$ cat src/rtl/load_store_unit_if.sv
// Data-memory bus between the load/store unit (master) and memory (slave).
// One request is held until a single-cycle ack; rdata is valid with ack.
interface load_store_unit_if #(
   parameter int WIDTH = 32
);
   logic             req;
   logic             we;
   logic [WIDTH-1:0] addr;
   logic [3:0]       be;
   logic [WIDTH-1:0] wdata;
   logic [WIDTH-1:0] rdata;
   logic             ack;

   modport master (
      output req, we, addr, be, wdata,
      input  rdata, ack
   );

   modport slave (
      input  req, we, addr, be, wdata,
      output rdata, ack
   );
endinterface

$ cat src/rtl/load_store_unit.sv
// Byte/half/word load-store stage on a req/ack bus with lane steering and load extension.
// Optional MISALIGN_TRAP_EN turns misaligned half/word accesses into an immediate error.
module load_store_unit #(
   parameter int WIDTH    = 32,
   parameter int MAX_WAIT = 255
) (
   input  logic              clk,
   input  logic              reset,
   input  logic              memRead,
   input  logic              memWrite,
   input  logic              isByte,
   input  logic              isHalf,
   input  logic              isWord,
   input  logic [2:0]        func3,
   input  logic [WIDTH-1:0]  addr,
   input  logic [WIDTH-1:0]  wdata,
   output logic [WIDTH-1:0]  rdata,
   output logic              ls_busy,
   output logic              ls_done,
   output logic              ls_err,
   load_store_unit_if.master bus
);

   typedef enum logic [1:0] {IDLE, REQ, DONE, ERR} stateT;
   typedef enum logic [1:0] {SIZE_BYTE, SIZE_HALF, SIZE_WORD} sizeT;

   stateT            state, nextState;
   sizeT             startSize, curSize;
   logic [1:0]       curOffset;
   logic             curUnsigned;
   logic [7:0]       waitCnt;
   logic             start, startErr, misaligned;
   logic [3:0]       startBe;
   logic [WIDTH-1:0] startWdata, loadData;
   logic [7:0]       laneByte;
   logic [15:0]      laneHalf;
   logic             unusedFunc3;

   // Only func3[2] (unsigned load) matters to this stage.
   assign unusedFunc3 = ^func3[1:0];
   assign start       = memRead | memWrite;

`ifdef MISALIGN_TRAP_EN
   assign misaligned = (isWord & (addr[1:0] != 2'b00)) | (~isWord & isHalf & addr[0]);
`else
   assign misaligned = 1'b0;
`endif

   assign startErr = (memRead & memWrite) | ~(isByte | isHalf | isWord) | misaligned;

   // Size decode with word > half > byte priority, plus lane steering of store data.
   always_comb begin
      startSize  = SIZE_BYTE;
      startBe    = 4'b0001 << addr[1:0];
      startWdata = {4{wdata[7:0]}};
      if (isWord) begin
         startSize  = SIZE_WORD;
         startBe    = 4'b1111;
         startWdata = wdata;
      end else if (isHalf) begin
         startSize  = SIZE_HALF;
         startBe    = 4'b0011 << {addr[1], 1'b0};
         startWdata = {2{wdata[15:0]}};
      end
   end

   // Pick the addressed lane out of the returned word and extend it.
   always_comb begin
      case (curOffset)
         2'd0:    laneByte = bus.rdata[7:0];
         2'd1:    laneByte = bus.rdata[15:8];
         2'd2:    laneByte = bus.rdata[23:16];
         default: laneByte = bus.rdata[31:24];
      endcase
      laneHalf = curOffset[1] ? bus.rdata[31:16] : bus.rdata[15:0];
      case (curSize)
         SIZE_BYTE: loadData = curUnsigned ? {{(WIDTH-8){1'b0}}, laneByte}
                                           : {{(WIDTH-8){laneByte[7]}}, laneByte};
         SIZE_HALF: loadData = curUnsigned ? {{(WIDTH-16){1'b0}}, laneHalf}
                                           : {{(WIDTH-16){laneHalf[15]}}, laneHalf};
         default:   loadData = bus.rdata;
      endcase
   end

   always_ff @(posedge clk) begin
      if (reset) state <= IDLE;
      else       state <= nextState;
   end

   // Ack takes priority over the timeout when both land in the same cycle.
   always_comb begin
      nextState = state;
      ls_busy   = 1'b1;
      ls_done   = 1'b0;
      ls_err    = 1'b0;
      bus.req   = 1'b0;
      case (state)
         IDLE: begin
            ls_busy = 1'b0;
            if (start) nextState = startErr ? ERR : REQ;
         end
         REQ: begin
            bus.req = 1'b1;
            if (bus.ack)                             nextState = DONE;
            else if (waitCnt == 8'(MAX_WAIT - 1)) nextState = ERR;
         end
         DONE: begin
            ls_done   = 1'b1;
            nextState = IDLE;
         end
         ERR: begin
            ls_done   = 1'b1;
            ls_err    = 1'b1;
            nextState = IDLE;
         end
         default: nextState = IDLE;
      endcase
   end

   // Request attributes are frozen at start so the bus stays stable while waiting.
   always_ff @(posedge clk) begin
      if (reset) begin
         rdata       <= '0;
         bus.we      <= 1'b0;
         bus.addr    <= '0;
         bus.be      <= 4'b0000;
         bus.wdata   <= '0;
         curSize     <= SIZE_BYTE;
         curOffset   <= 2'b00;
         curUnsigned <= 1'b0;
         waitCnt     <= 8'd0;
      end else begin
         if (state == IDLE && start) begin
            bus.we      <= memWrite;
            bus.addr    <= {addr[WIDTH-1:2], 2'b00};
            bus.be      <= startBe;
            bus.wdata   <= startWdata;
            curSize     <= startSize;
            curOffset   <= addr[1:0];
            curUnsigned <= func3[2];
         end
         if (state == REQ) begin
            if (bus.ack) begin
               waitCnt <= 8'd0;
               if (!bus.we) rdata <= loadData;
            end else begin
               waitCnt <= waitCnt + 8'd1;
            end
         end else begin
            waitCnt <= 8'd0;
         end
      end
   end

endmodule

$ cat src/flat_wrapper.sv
// flat-port wrapper written by rule: the top's interface ports become plain ports
module load_store_unit_flat 
#(
   parameter int WIDTH    = 32,
   parameter int MAX_WAIT = 255
)
  (clk, reset, memRead, memWrite, isByte, isHalf, isWord, func3, addr, wdata, rdata, ls_busy, ls_done, ls_err, bus_req, bus_we, bus_addr, bus_be, bus_wdata, bus_rdata, bus_ack);
  load_store_unit_if #(.WIDTH(WIDTH)) bus_i ();
  input  logic clk;
  input  logic reset;
  input  logic memRead;
  input  logic memWrite;
  input  logic isByte;
  input  logic isHalf;
  input  logic isWord;
  input  logic [2:0] func3;
  input  logic [WIDTH-1:0] addr;
  input  logic [WIDTH-1:0] wdata;
  output logic [WIDTH-1:0] rdata;
  output logic ls_busy;
  output logic ls_done;
  output logic ls_err;
  output wire logic [$bits(bus_i.req)-1:0] bus_req;
  output wire logic [$bits(bus_i.we)-1:0] bus_we;
  output wire logic [$bits(bus_i.addr)-1:0] bus_addr;
  output wire logic [$bits(bus_i.be)-1:0] bus_be;
  output wire logic [$bits(bus_i.wdata)-1:0] bus_wdata;
  input wire logic [$bits(bus_i.rdata)-1:0] bus_rdata;
  input wire logic [$bits(bus_i.ack)-1:0] bus_ack;
  assign bus_req = bus_i.req;
  assign bus_we = bus_i.we;
  assign bus_addr = bus_i.addr;
  assign bus_be = bus_i.be;
  assign bus_wdata = bus_i.wdata;
  assign bus_i.rdata = bus_rdata;
  assign bus_i.ack = bus_ack;
  load_store_unit #(.WIDTH(WIDTH), .MAX_WAIT(MAX_WAIT)) u_core (.clk(clk), .reset(reset), .memRead(memRead), .memWrite(memWrite), .isByte(isByte), .isHalf(isHalf), .isWord(isWord), .func3(func3), .addr(addr), .wdata(wdata), .rdata(rdata), .ls_busy(ls_busy), .ls_done(ls_done), .ls_err(ls_err), .bus(bus_i));
endmodule
$ cat config.mk
export PLATFORM = sky130hd
export DESIGN_NAME = load_store_unit_flat
export DESIGN_NICKNAME = d
export VERILOG_FILES = /design/src/rtl/load_store_unit_if.sv /design/src/rtl/load_store_unit.sv /design/src/flat_wrapper.sv
export SDC_FILE = /design/constraint.sdc
export NUM_CORES = 1
export LEC_CHECK = 0
export CAP_MARGIN = 20
export CORE_MARGIN = 2
export CORE_UTILIZATION = 39
export DETAILED_ROUTE_END_ITERATION = 10
export PLACE_DENSITY = 0.77
export SETUP_SLACK_MARGIN = 0.05
export SLEW_MARGIN = 20
export SYNTH_ARGS = -nofsm -noshare
export SYNTH_HDL_FRONTEND = slang
export SYNTH_SLANG_ARGS = --single-unit
export TNS_END_PERCENT = 20
$ cat constraint.sdc
create_clock -name clk -period 1.7 [get_ports clk]
set_clock_uncertainty 0.1 [all_clocks]
set_input_delay 0.255 -clock clk [delete_from_list [all_inputs] [get_ports clk]]
set_output_delay 0.255 -clock clk [all_outputs]
set_load 0.02 [all_outputs]
==> flow_summary.ini <==
[floorplanning]
start_util = 0.403
die_w_um = 119
die-area_um2 = 14100
die_h_um = 119
pin_count = 212
core_area_um2 = 12700
row_count = 41

[placement]
routabilityCongestion = 0.881
hpwl_mm = 12.2
numPortBuffers = 207
place_area_um2 = 7760

[logic_synthesis]
ys_async_sr_fraction = 0
synth_adder_area_share = 0.00683
synth.area.mux_share = 0.0395
synth-compound-area-share = 0.225
synth_common_cells = 135 x nand2_1, 114 x dfxtp_1, 69 x a21oi_1, 60 x nor2_1, 31 x a211oi_1
synth_edf_count = 0
synth-seq-area-share = 0.445
synth_area_um2 = 5130
synth_cell_types = 53
synthCells = 621
synth_largest_area_cell = dfxtp_1
ys_ff_latch = 114
avgSynthCellArea_um2 = 8.26
synthTopCellsByArea = dfxtp_1 44%, nand2_1 9.9%, a21oi_1 6.7%
synth_top_area_share = 0.445
synth_top_family_by_area = compound AO/OA/AOI/OAI gates
synth_most_common_cell = nand2_1
ys_warn_count = 0
synth_xor_xnor_area_share = 0.00683
synth_simple_gate_area_share = 0.215
ys.flop_type = dfxtp_1

[finish]
fillers = 1067
fin_area_um2 = 8500
antenna_cells = 0
fin_nets = 971
ff_latch_area_um2 = 2290
area_growth_pct = 65.7
drive_gt1_frac = 0.165
multiInputGateArea_um2 = 2660

[detailed_routing]
first_iter_violations = 338
drcViolationCount = 0
wire_per_inst_um = 17.0
vias = 5514
drt_pass1_iterations = 5
totalWireLength_mm = 17.8
ant_nets = 0
via_per_inst = 5.27

[critical_path]
critPathArrivalTime_ps = 1890
cp-start-kind = input pin
r2r_start = u_core.curSize[1]$_SDFFE_PP0P_
r2r_slack_ps = 40
cp_cell_sequence = clkdlybuf4s50_1 -> mux2i_2 -> o32ai_4 -> buf_6 -> a21oi_2 -> buf_6 -> a311oi_2
end_kind = register
worst-r2r-cell-count = 6
timing.critical_path.mode_cell = buf_6
cpPeakStageDelay_ps = 580
cpMaxStageDelayCell = clkdlybuf4s50_1
required_ps = 1920
cp_max_fo = 8
reg2reg_to = u_core.rdata[14]$_SDFFE_PP0P_
worstSetupPathType = input pin to register

[power]
total_leakage_power_nw = 3.69
clkPwrFrac = 0.397
power.density_nw_per_um2 = 1040
intPower_w = 0.00630
p_sw_w = 0.00250
ir_drop_mv = 0.708
power_frac_seq = 0.346
pwr-share-comb = 0.257
power.total_w = 0.00880
sw_frac_of_total = 0.284

[min_path]
hold_path_end = u_core.waitCnt[0]$_SDFF_PP0_
hold_path_depth = 3
hold_class = input pin to register
min-delay-start = reset

[clock_tree]
cts_sinks = 114
clkTransAtPathRegs_ps = 50
clock-root-buffer = clkbuf_16
cts_inserted_buffers = 17
cts_tree = built
htree_levels = 4
cts_buffer_depth = 2
clock_latency_ps = 410
ctsHoldBuffers = 0

[global_routing]
grt_pass1_wl_mm = 27.4
grt_usage = 0.244
grt_pass1_vias = 5509
grt_max_degree = 107
antenna_found_initial = 0
overflow = 0

[sta]
worst_pin_slew_ps = 560
hold_viol_final = 0
fin_crit_sh = 0.981
max_freq_ghz = 0.600
period_needed_ps = 1670
relSlewSlack = 0.627
setup_viol = 0
rsz0062_at_grt = true
timing.hold.ws_ps = 168
slew_violations = 0
tns_ps = 0

[flow_run]
cap_violations = 0

[run_status]
outcome = finished clean
[layout make-up]
type	count	share of cell area
clock buffers	26	0.0587
clock inverters	5	0.00883
inverters	17	0.00751
multi-input cells	437	0.313
flip-flops and latches	114	0.270
well taps	172	0.0253
repair buffers	275	0.316
[cells in the final DEF, fill, tap and decap left out, types with 3 or more instances in the layout]
cell type / n
a211o_1: 12
a211oi_1: 29
a211oi_2: 12
a21oi_1: 69
a22oi_1: 8
a311oi_1: 3
a311oi_2: 5
buf_12: 13
buf_4: 46
buf_6: 5
clkbuf_1: 5
clkbuf_16: 20
clkbuf_8: 4
clkdlybuf4s50_1: 103
clkinv_2: 3
dfxtp_1: 109
dfxtp_2: 3
dlygate4sd2_1: 100
inv_1: 16
mux2i_1: 17
nand2_1: 135
nand2b_1: 4
nand3_1: 4
nor2_1: 59
nor2b_1: 9
nor3_1: 11
nor4bb_1: 4
o21ai_0: 6
o221a_2: 5
or2b_1: 3
or3_1: 3
xor2_1: 3
[critical path: cells and delay by family]
| family | cells | cell delay [ps] |
|---|---|---|
| buffers and inverters | 3 | 880 |
| AOI/OAI and AO/OA | 3 | 620 |
| muxes | 1 | 140 |
[stage by stage]
| step | setup slack [ps] | util | instances |
|---|---|---|---|
| 3_5_place_dp | -631 | 0.610 | 1003 |
| 6_report | 32.9 | 0.668 | 1046 |
| 5_1_grt | -35.1 | 0.668 | 1046 |
| 3_3_place_gp | -554 | 0.610 | 1003 |
| 2_1_floorplan | 80.2 | - | 622 |
| 4_1_cts | -57.4 | 0.654 | 1035 |
[logic make-up after synthesis]
family                   count (synthesis)
flip-flops                             114
AO/OA/AOI/OAI                          161
other                                    1
multiplexers                            19
AND/OR/NAND/NOR                        248
XOR/XNOR                                 4
buffers and inverters                   71
adder cells (fa/ha/maj)                  3
[how the worst max path moves through the flow]
| stage | from | end | slack (ps) | depth (start not counted) |
|---|---|---|---|---|
| after floorplan | u_core.state[1]$_SDFFE_PP0P_ | u_core.rdata[20]$_SDFFE_PP0P_ | 80 | 5 |
| after global placement | bus_rdata[31] | u_core.rdata[30]$_SDFFE_PP0P_ | -550 | 5 |
| after detailed placement | bus_rdata[31] | u_core.rdata[19]$_SDFFE_PP0P_ | -630 | 5 |
| after CTS | u_core.state[1]$_SDFFE_PP0P_ | ls_busy | -60 | 4 |
| after global routing | u_core.curOffset[1]$_SDFFE_PP0P_ | u_core.rdata[11]$_SDFFE_PP0P_ | -40 | 6 |
| final | bus_rdata[31] | u_core.rdata[11]$_SDFFE_PP0P_ | 30 | 7 |
[power groups by stage]
stage | sequential [W] | clock [W] | combinational (W)
floorplan | 0.00335 | 0 | 0.000826
global placement | 0.00309 | 0 | 0.00218
detailed placement | 0.00310 | 0 | 0.00223
CTS | 0.00304 | 0.00354 | 0.00214
global route | 0.00307 | 0.00367 | 0.00242
finish | 0.00304 | 0.00349 | 0.00226
[sequential cells by signal, summed over array words and instances (netlist names)]
name                count
u_core.bus.addr        30
u_core.curUnsigned      1
u_core.waitCnt          8
u_core.bus.be           4
u_core.curOffset        2
u_core.curSize          2
u_core.bus.we           1
u_core.state            2
u_core.rdata           32
u_core.bus.wdata       32
[layer usage]
layer,global-route usage,vias up,part of all wire
li1,-,2632,-
met1,0.269,2601,0.40
met2,0.409,240,0.49
met3,0.103,41,0.086
met4,0.107,0,0.028
met5,0,-,0
[timing repair]
item | 4_1_cts | 5_1_grt
buffers inserted | 1 | 8
setup endpoints to repair | 153 | 83
pin swaps | 3 | 4
resized for setup | 131 | 13
cloned | 0 | 3
Power figures use the tool's default switching activity.
